<file path="config.mk">
export PLATFORM = sky130hd
export DESIGN_NAME = order_egress_arbiter_flat
export DESIGN_NICKNAME = d
export VERILOG_FILES = /design/src/rtl/order_egress_arbiter_if.sv /design/src/rtl/order_egress_arbiter.sv /design/src/flat_wrapper.sv
export SDC_FILE = /design/constraint.sdc
export NUM_CORES = 1
export LEC_CHECK = 0
export CAP_MARGIN = 20
export CORE_UTILIZATION = 30
export CTS_BUF_LIST = sky130_fd_sc_hd__clkbuf_16
export CTS_CLUSTER_SIZE = 16
export DETAILED_ROUTE_END_ITERATION = 6
export MAX_ROUTING_LAYER = met4
export PLACE_DENSITY = 0.68
export SLEW_MARGIN = 5
export SYNTH_ARGS = -nofsm -noshare
export SYNTH_HDL_FRONTEND = slang
export SYNTH_SLANG_ARGS = --single-unit
</file>
<file path="constraint.sdc">
create_clock -name clk -period 3 [get_ports clk]
set_input_delay 0.6 -clock clk [delete_from_list [all_inputs] [get_ports clk]]
set_output_delay 0.6 -clock clk [all_outputs]
set_load 0.1 [all_outputs]
</file>
<file path="src/rtl/order_egress_arbiter_if.sv">
// Order path bundle: requester handshakes and fields, encoder strobe, encoder stream monitor.
interface order_egress_arbiter_if #(parameter int N_REQ = 4);
  logic [N_REQ-1:0]    req_valid;
  logic [N_REQ-1:0]    req_ready;
  logic [N_REQ-1:0]    req_buy;
  logic [32*N_REQ-1:0] req_px;
  logic [32*N_REQ-1:0] req_qty;
  logic                enc_in_valid;
  logic                enc_in_buy;
  logic [31:0]         enc_in_px;
  logic [31:0]         enc_in_qty;
  logic                enc_tvalid;
  logic                enc_tready;
  logic                enc_tlast;

  modport master (
    output req_valid, req_buy, req_px, req_qty, enc_tvalid, enc_tready, enc_tlast,
    input  req_ready, enc_in_valid, enc_in_buy, enc_in_px, enc_in_qty
  );

  modport slave (
    input  req_valid, req_buy, req_px, req_qty, enc_tvalid, enc_tready, enc_tlast,
    output req_ready, enc_in_valid, enc_in_buy, enc_in_px, enc_in_qty
  );
endinterface

</file>
<file path="src/rtl/order_egress_arbiter.sv">
// Round-robin arbiter feeding one order encoder, rate limited by a token bucket.
// state      | meaning
// IDLE       | waiting for an eligible requester (kill low, tokens > 0)
// ISSUE      | one-cycle strobe of the latched order into the encoder
// WAIT_FRAME | waiting for the encoder frame's final beat handshake
module order_egress_arbiter #(
  parameter int N_REQ         = 4,
  parameter int TOKENS_MAX    = 8,
  parameter int REFILL_CYCLES = 100,
  localparam int GW = (N_REQ > 1) ? $clog2(N_REQ) : 1,
  localparam int TW = $clog2(TOKENS_MAX + 1),
  localparam int RW = (REFILL_CYCLES > 1) ? $clog2(REFILL_CYCLES) : 1
) (
  input  logic                         clk,
  input  logic                         rst_n,
  input  logic                         kill,
  order_egress_arbiter_if.slave        bus,
  output logic [GW-1:0]                grant_id,
  output logic [TW-1:0]                tokens,
  output logic                         busy
);

  typedef enum logic [1:0] {IDLE, ISSUE, WAIT_FRAME} state_t;

  state_t        state;
  logic [GW-1:0] last_grant;
  logic [GW-1:0] winner;
  logic [RW-1:0] refill_cnt;
  logic          found;
  logic          eligible;
  logic          accept;
  logic          refill_tc;
  logic          consume;

  // Search starts just after the previous winner so every requester gets a turn.
  always_comb begin
    int            idx;
    logic [GW-1:0] idx_w;
    winner = last_grant;
    found  = 1'b0;
    idx    = 0;
    idx_w  = '0;
    for (int k = 1; k <= N_REQ; k++) begin
      idx = int'(last_grant) + k;
      if (idx >= N_REQ) idx = idx - N_REQ;
      idx_w = GW'(idx);
      if (!found && bus.req_valid[idx_w]) begin
        winner = idx_w;
        found  = 1'b1;
      end
    end
  end

  assign eligible = (state == IDLE) && !kill && (tokens != '0) && found;

  always_comb begin
    bus.req_ready = '0;
    for (int i = 0; i < N_REQ; i++)
      bus.req_ready[i] = eligible && (winner == GW'(i));
  end

  assign accept    = |(bus.req_valid & bus.req_ready);
  assign refill_tc = (refill_cnt == RW'(REFILL_CYCLES - 1));
  assign consume   = (state == ISSUE);

  always_ff @(posedge clk or negedge rst_n) begin
    if (!rst_n) begin
      state            <= IDLE;
      last_grant       <= GW'(N_REQ - 1);
      grant_id         <= '0;
      bus.enc_in_valid <= 1'b0;
      bus.enc_in_buy   <= 1'b0;
      bus.enc_in_px    <= '0;
      bus.enc_in_qty   <= '0;
      busy             <= 1'b0;
    end else begin
      case (state)
        IDLE: begin
          if (accept) begin
            bus.enc_in_buy   <= bus.req_buy[winner];
            bus.enc_in_px    <= bus.req_px[{winner, 5'd0} +: 32];
            bus.enc_in_qty   <= bus.req_qty[{winner, 5'd0} +: 32];
            grant_id         <= winner;
            last_grant       <= winner;
            bus.enc_in_valid <= 1'b1;
            busy             <= 1'b1;
            state            <= ISSUE;
          end
        end
        ISSUE: begin
          bus.enc_in_valid <= 1'b0;
          state            <= WAIT_FRAME;
        end
        WAIT_FRAME: begin
          if (bus.enc_tvalid && bus.enc_tready && bus.enc_tlast) begin
            busy  <= 1'b0;
            state <= IDLE;
          end
        end
        default: begin
          bus.enc_in_valid <= 1'b0;
          busy             <= 1'b0;
          state            <= IDLE;
        end
      endcase
    end
  end

  // A refill landing on the consuming edge cancels out.
  always_ff @(posedge clk or negedge rst_n) begin
    if (!rst_n) begin
      refill_cnt <= '0;
      tokens     <= TW'(TOKENS_MAX);
    end else begin
      refill_cnt <= refill_tc ? '0 : refill_cnt + 1'b1;
      if (refill_tc && !consume && (tokens < TW'(TOKENS_MAX)))
        tokens <= tokens + 1'b1;
      else if (consume && !refill_tc)
        tokens <= tokens - 1'b1;
    end
  end

endmodule

</file>
<file path="src/flat_wrapper.sv">
// flat-port wrapper written by rule: the top's interface ports become plain ports
module order_egress_arbiter_flat 
#(
  parameter int N_REQ         = 4,
  parameter int TOKENS_MAX    = 8,
  parameter int REFILL_CYCLES = 100,
  localparam int GW = (N_REQ > 1) ? $clog2(N_REQ) : 1,
  localparam int TW = $clog2(TOKENS_MAX + 1),
  localparam int RW = (REFILL_CYCLES > 1) ? $clog2(REFILL_CYCLES) : 1
)
  (clk, rst_n, kill, grant_id, tokens, busy, bus_req_valid, bus_req_buy, bus_req_px, bus_req_qty, bus_enc_tvalid, bus_enc_tready, bus_enc_tlast, bus_req_ready, bus_enc_in_valid, bus_enc_in_buy, bus_enc_in_px, bus_enc_in_qty);
  order_egress_arbiter_if #(.N_REQ(N_REQ)) bus_i ();
  input  logic clk;
  input  logic rst_n;
  input  logic kill;
  output logic [GW-1:0] grant_id;
  output logic [TW-1:0] tokens;
  output logic busy;
  input wire logic [$bits(bus_i.req_valid)-1:0] bus_req_valid;
  input wire logic [$bits(bus_i.req_buy)-1:0] bus_req_buy;
  input wire logic [$bits(bus_i.req_px)-1:0] bus_req_px;
  input wire logic [$bits(bus_i.req_qty)-1:0] bus_req_qty;
  input wire logic [$bits(bus_i.enc_tvalid)-1:0] bus_enc_tvalid;
  input wire logic [$bits(bus_i.enc_tready)-1:0] bus_enc_tready;
  input wire logic [$bits(bus_i.enc_tlast)-1:0] bus_enc_tlast;
  output wire logic [$bits(bus_i.req_ready)-1:0] bus_req_ready;
  output wire logic [$bits(bus_i.enc_in_valid)-1:0] bus_enc_in_valid;
  output wire logic [$bits(bus_i.enc_in_buy)-1:0] bus_enc_in_buy;
  output wire logic [$bits(bus_i.enc_in_px)-1:0] bus_enc_in_px;
  output wire logic [$bits(bus_i.enc_in_qty)-1:0] bus_enc_in_qty;
  assign bus_i.req_valid = bus_req_valid;
  assign bus_i.req_buy = bus_req_buy;
  assign bus_i.req_px = bus_req_px;
  assign bus_i.req_qty = bus_req_qty;
  assign bus_i.enc_tvalid = bus_enc_tvalid;
  assign bus_i.enc_tready = bus_enc_tready;
  assign bus_i.enc_tlast = bus_enc_tlast;
  assign bus_req_ready = bus_i.req_ready;
  assign bus_enc_in_valid = bus_i.enc_in_valid;
  assign bus_enc_in_buy = bus_i.enc_in_buy;
  assign bus_enc_in_px = bus_i.enc_in_px;
  assign bus_enc_in_qty = bus_i.enc_in_qty;
  order_egress_arbiter #(.N_REQ(N_REQ), .TOKENS_MAX(TOKENS_MAX), .REFILL_CYCLES(REFILL_CYCLES)) u_core (.clk(clk), .rst_n(rst_n), .kill(kill), .bus(bus_i), .grant_id(grant_id), .tokens(tokens), .busy(busy));
endmodule
</file>
=== Word level (Yosys, flattened, before mapping) ===
Cells that the tools add are included.

* Logic and storage cells: 106
* Bits in registers: 84
* Bits of input ports: 270
* Output and inout port bits: 77

* Reductions and logical operators: 30
* Multiplexer cells: 32
* Shift operators: 2
* Equal/unequal tests: 8
* Add/sub/neg operators: 11
* Bitwise gates (word level): 3
* Magnitude comparators: 10

{| class="wikitable"
|+ Operators by type and width
! cell !! number
|-
| $shiftx 128x8->32 || 2
|-
| $mux 2 || 10
|-
| $logic_and 1x1->1 || 15
|-
| $lt 2x3->1 const B || 5
|-
| $mux 1 || 11
|-
| $bmux 1 s2 || 5
|-
| $ge 3x3->1 const B || 3
|-
| $mux 4 || 2
|-
| $sub 2x1->2 const B || 4
|-
| $add 7x1->7 const B || 1
|-
| $eq 7x7->1 const B || 1
|-
| $mux 7 || 1
|-
| $add 2x2->3 const B || 2
|-
| $eq 2x2->1 const B || 3
|-
| $logic_not 1->1 || 6
|-
| $pmux 2 s3 || 1
|-
| $reduce_and 2->1 || 3
|-
| $add 2x3->4 const B || 1
|-
| $add 4x1->4 const B || 1
|-
| $and 4x4->4 || 1
|-
| $eq 2x1->1 const B || 2
|-
| $ge 4x3->1 const B || 1
|-
| $logic_not 2->1 || 2
|-
| $lt 4x4->1 const B || 1
|-
| other kinds (10) || 12
|}

=== Longest topological paths before layout ===
* Depth in word-level cells: 21
* Mapped depth: 10
* Mapped depth without buffers: 10

=== Least setup slack after synthesis ===
Ideal clock, no wire load.

* Kind: in2out
* Start point: input port bus_req_valid[2]
* End point: output port bus_req_ready[3]
* Stages on the path: 7
* Data required time: 2400 ps
* Arrival time: 3674 ps
* Path buffers: 3
* Slack: -1274 ps
* Cells stage by stage: or2_2 > a21boi_2 > nor3_1 > buf_2 > buf_6 > buf_4 > nor3_1

* Word-level cells in the longest chain between the ends: 14
* Elaborated cells on any way between the ends: 25
* Those cells by class: 1 x eq/ne; 16 x mux; 8 x reduce/logical

{| class="wikitable"
|+ Ends and longest elaborated chain
! element !! RTL line !! RTL
|-
| start, declared || flat_wrapper.sv:19 || <nowiki>input wire logic [$bits(bus_i.req_valid)-1:0] bus_req_valid;</nowiki>
|-
| $bmux 1 s2 || order_egress_arbiter.sv:47 || <nowiki>if (!found && bus.req_valid[idx_w]) begin</nowiki>
|-
| $mux 1 (implied by the code) || order_egress_arbiter.sv:47 ||
|-
| $mux 1 || order_egress_arbiter.sv:47 ||
|-
| $logic_not 1->1 || order_egress_arbiter.sv:47 ||
|-
| $logic_and 1x1->1 || order_egress_arbiter.sv:47 ||
|-
| $mux 1 || order_egress_arbiter.sv:47 ||
|-
| $logic_not 1->1 || order_egress_arbiter.sv:47 ||
|-
| $logic_and 1x1->1 || order_egress_arbiter.sv:47 ||
|-
| $mux 1 || order_egress_arbiter.sv:47 ||
|-
| $logic_not 1->1 || order_egress_arbiter.sv:47 ||
|-
| $logic_and 1x1->1 || order_egress_arbiter.sv:47 ||
|-
| $mux 2 / $mux 1 (equally long branches) || order_egress_arbiter.sv:47 ||
|-
| $eq 2x2->1 / $logic_and 1x1->1 (equally long branches) || order_egress_arbiter.sv:59, order_egress_arbiter.sv:54 ||
|-
| $logic_and 1x1->1 (*) || order_egress_arbiter.sv:59 || <nowiki>bus.req_ready[i] = eligible && (winner == GW'(i));</nowiki>
|-
| end, declared || flat_wrapper.sv:26 || <nowiki>output wire logic [$bits(bus_i.req_ready)-1:0] bus_req_ready;</nowiki>
|}

Every way passes the cells marked *; elsewhere a longest branch is shown, timed or not. The select of a mux whose other input is x is not followed.

=== Worst setup path in the final report ===
* Start point: input port bus_req_valid[0]
* End point: output port bus_req_ready[0]

* Word-level cells in the longest chain between the ends: 14
* Elaborated cells on any way between the ends: 25
* Those cells by class: 16 x mux; 9 x reduce/logical

{| class="wikitable"
|+ Ends and longest elaborated chain
! element !! RTL line
|-
| $bmux 1 s2 || order_egress_arbiter.sv:47
|-
| $mux 1 (implied by the code) || order_egress_arbiter.sv:47
|-
| $mux 1 || order_egress_arbiter.sv:47
|-
| $logic_not 1->1 || order_egress_arbiter.sv:47
|-
| $logic_and 1x1->1 || order_egress_arbiter.sv:47
|-
| $mux 1 || order_egress_arbiter.sv:47
|-
| $logic_not 1->1 || order_egress_arbiter.sv:47
|-
| $logic_and 1x1->1 || order_egress_arbiter.sv:47
|-
| $mux 1 || order_egress_arbiter.sv:47
|-
| $logic_not 1->1 || order_egress_arbiter.sv:47
|-
| $logic_and 1x1->1 || order_egress_arbiter.sv:47
|-
| $mux 2 / $mux 1 (equally long branches) || order_egress_arbiter.sv:47
|-
| $logic_not 2->1 / $logic_and 1x1->1 (equally long branches) || order_egress_arbiter.sv:59, order_egress_arbiter.sv:54
|-
| $logic_and 1x1->1 (*) || order_egress_arbiter.sv:59
|}

Marks and branches as above.

==> flow_summary_export.csv <==
group,metric,value,unit
run_status,outcome,"complete, no violations",
sta,finalCritPeriodShare,0.945,
min_path,min_path_type,"primary input to asynchronous set/reset pin",
route,drtAntennaViolNets,0,
critical_path,cp_max_fo,6,
placed_design,dp.cells,1090,
clock_tree,clk_pin_slew,0.06,ns
global_route,grt_max_degree,54,
global_route,antenna_found_initial,0,
final_layout,multi_input_area,3130,sq um
yosys,synth_edf_count,0,
yosys,synth_ff_type,"dfrtp_1",
route,drtIter0Drc,271,
power,powerDensity,1170,nW/um^2
clock_tree,insertion_delay,0.35,ns
sta,maxSlewViolCount,0,
critical_path,critPathKind,"primary input to output port",
route,first_pass_iters,4,
power,p_leak,3.64,nW
sta,rsz0062_at_grt,"no",
global_route,grt_pass1_wl,32700,um
sta,finalHoldViolations,0,
route,drt_wl_total,22200,um
final_layout,final_cells,1106,
floorplanning,die_y,137,um
floorplanning,rows,49,
critical_path,r2r_slack,0.69,ns
final_layout,fillers,1695,
yosys,synth_area,5470,sq um
final_layout,fin_nets,1146,
sta,fin_crit,2.84,ns
power,ir_drop,1250,uV
clock_tree,cts_buffer_depth,2,
critical_path,slowest_delay,0.49,ns
route,routed-via-count,5823,
final_layout,seq_area,2110,sq um
placed_design,place_area,9080,sq um
placed_design,port_buffers,346,
yosys,ys_types,41,
sta,holdWs,0.234,ns
clock_tree,clockRootBuffer,"clkbuf_16",
clock_tree,h-tree-depth,3,
floorplanning,die_w,137,um
yosys,ys_warn_count,0,
route,drc,0,
clock_tree,cts_buffers,9,
floorplanning,initial_utilization,0.306,
floorplanning,ios,347,
route,routed_via_density,5.26,
sta,setup_viol,0,
floorplanning,coreArea,17900,sq um
final_layout,utilization,0.525,
route,wl_per_cell,20.1,um
sta,fmax,353,MHz
final_layout,final_area,9400,sq um
clock_tree,cts_hold_buffers,0,
final_layout,synthToLayoutAreaGrowth,71.6,%
floorplanning,dieArea,18800,sq um
yosys,netlist_instances,548,
run,drv_cap,0,
critical_path,cp.required,2.40,ns
final_layout,final_layout_size_suffix_gt1_frac,0.174,
critical_path,path_cells,"clkdlybuf4s50_1 -> o21ai_0 -> a21boi_1 -> buf_4 -> o31ai_4 -> nor2_2 -> buf_12",
critical_path,cp-start-kind,"primary input",
placed_design,gp_congestion,0.802,
placed_design,hpwl,15700,um
global_route,globalRouteOverflowTotal,0,
global_route,grt_pass1_vias,5910,
yosys,synth-async-reset-ratio,1.00,
sta,finalClockSkew,0.0120,ns
critical_path,slowest_stage,"clkdlybuf4s50_1",
sta,tightest_slew,0.685,ns
yosys,yosysSeqAreaShare,0.385,
critical_path,worstSetupEndpointType,"output port",
sta,slew_headroom,0.544,
yosys,syn_nets,822,
clock_tree,cts_sinks,84,
global_route,gr-usage-all-layers,0.239,
yosys,ys_ff_latch,84,
final_layout,antenna_cells,0,
critical_path,worstPathArrival,2.24,ns
yosys,syn_avg_cell_area,9.99,sq um
clock_tree,cts_tree,"done",
-- cells in the final DEF (no fill, tap or decap), drive strengths merged, types with 3 or more instances in the layout --
master / count
clkdlybuf4s50: 268
a211oi: 130
buf: 103
dfrtp: 81
nor2: 78
mux2i: 66
nor4b: 65
clkbuf: 9
nand2: 7
a21oi: 6
nor3: 6
nand2b: 5
o21ai: 5
xnor2: 5
nand3: 4
a21o: 3
ha: 3
dfstp: 3
inv: 3
clkinv: 3
-- stage by stage --
step / setup TNS [ns] / setup slack (ns) / total power [W]
after floorplan: -0.599 / -0.295 / 0.00782
after global placement: 0 / 0.0466 / 0.00980
after detailed placement: 0 / 0.0362 / 0.00987
after CTS: 0 / 0.0251 / 0.0111
after global routing: 0 / 0.0270 / 0.0115
final: 0 / 0.164 / 0.0110
-- cells by family (layout without fill, tap and decap cells) --
family                   Yosys count  after routing  share of synthesized area
buffers and inverters             60            389                     0.0574
AO/OA/AOI/OAI                    150            150                      0.220
adder cells (fa/ha/maj)            4              4                     0.0105
XOR/XNOR                           6              6                    0.00960
flip-flops                        84             84                      0.385
AND/OR/NAND/NOR                  177            177                      0.195
multiplexers                      67             67                      0.123
-- path summary, 6_finish.rpt --
check | start | endpoint | depth (start not counted)
worst max-delay path | bus_req_valid[0] | bus_req_ready[0] | 7
worst min-delay path | rst_n | u_core.bus.enc_in_qty[18]$_DFFE_PN0P_ | 1
worst max register to register | u_core.refill_cnt[0]$_DFF_PN0_ | u_core.tokens[3]$_DFFE_PN1P_ | 11
worst min register to register | u_core.refill_cnt[0]$_DFF_PN0_ | u_core.refill_cnt[0]$_DFF_PN0_ | 1
max in group asynchronous | rst_n | u_core.last_grant[0]$_DFFE_PN1P_ | 2
min in group clk | u_core.refill_cnt[0]$_DFF_PN0_ | u_core.refill_cnt[0]$_DFF_PN0_ | 1
-- flip-flops by register name (all words and copies together) (netlist names), 2 cells and up --
register / count
u_core.state: 2
u_core.last_grant: 2
u_core.grant_id: 2
u_core.tokens: 4
u_core.bus.enc_in_px: 32
u_core.bus.enc_in_qty: 32
u_core.refill_cnt: 7
-- repair_timing --
item | CTS | global route
setup buffers | 0 | 0
endpoints found under the setup margin | 0 | 2
resized for setup | 0 | 2
-- critical path: cells and delay by family --
family | cells | cell delay [ns]
compound gates | 3 | 0.71
buf+inv | 3 | 0.82
simple gates | 1 | 0.10
-- synthesized netlist by cell type, drive strengths merged (3+ instances only) --
master	n	area (sq um)
a211oi	130	1060
dfrtp	81	2030
nor2	78	293
mux2i	66	661
nor4b	65	569
buf	30	201
clkbuf	28	105
nand2	7	26.3
a21oi	6	30.0
nor3	6	30.0
nand2b	5	31.3
o21ai	5	25.0
xnor2	5	43.8
nand3	4	20.0
a21o	3	22.5
dfstp	3	78.8
ha	3	37.5
-- where the power goes --
group	leakage (nW)	switching, W	internal [W]	total [W]
clock	0.152	0.000485	0.000720	0.00121
combinational	2.56	0.00571	0.00211	0.00782
sequential	0.934	0.000333	0.00168	0.00201
total	3.64	0.00653	0.00451	0.0110
-- routing by layer --
metal / global-route usage / vias to the layer above / wire, um
li1: - / 2774 / -
met1: 0.280 / 2775 / 9150
met2: 0.402 / 241 / 10900
met3: 0.0537 / 33 / 1740
met4: 0.0818 / 0 / 405
met5: - / - / 0
-- layout make-up --
cell class	instances	area share
clock buffer	9	0.0240
clock inverter	7	0.00892
inverter	2	0.000799
multi-input combinational	404	0.333
sequential	84	0.224
tap	229	0.0305
timing repair buffer	371	0.378
(Power assumes the default switching activity.)
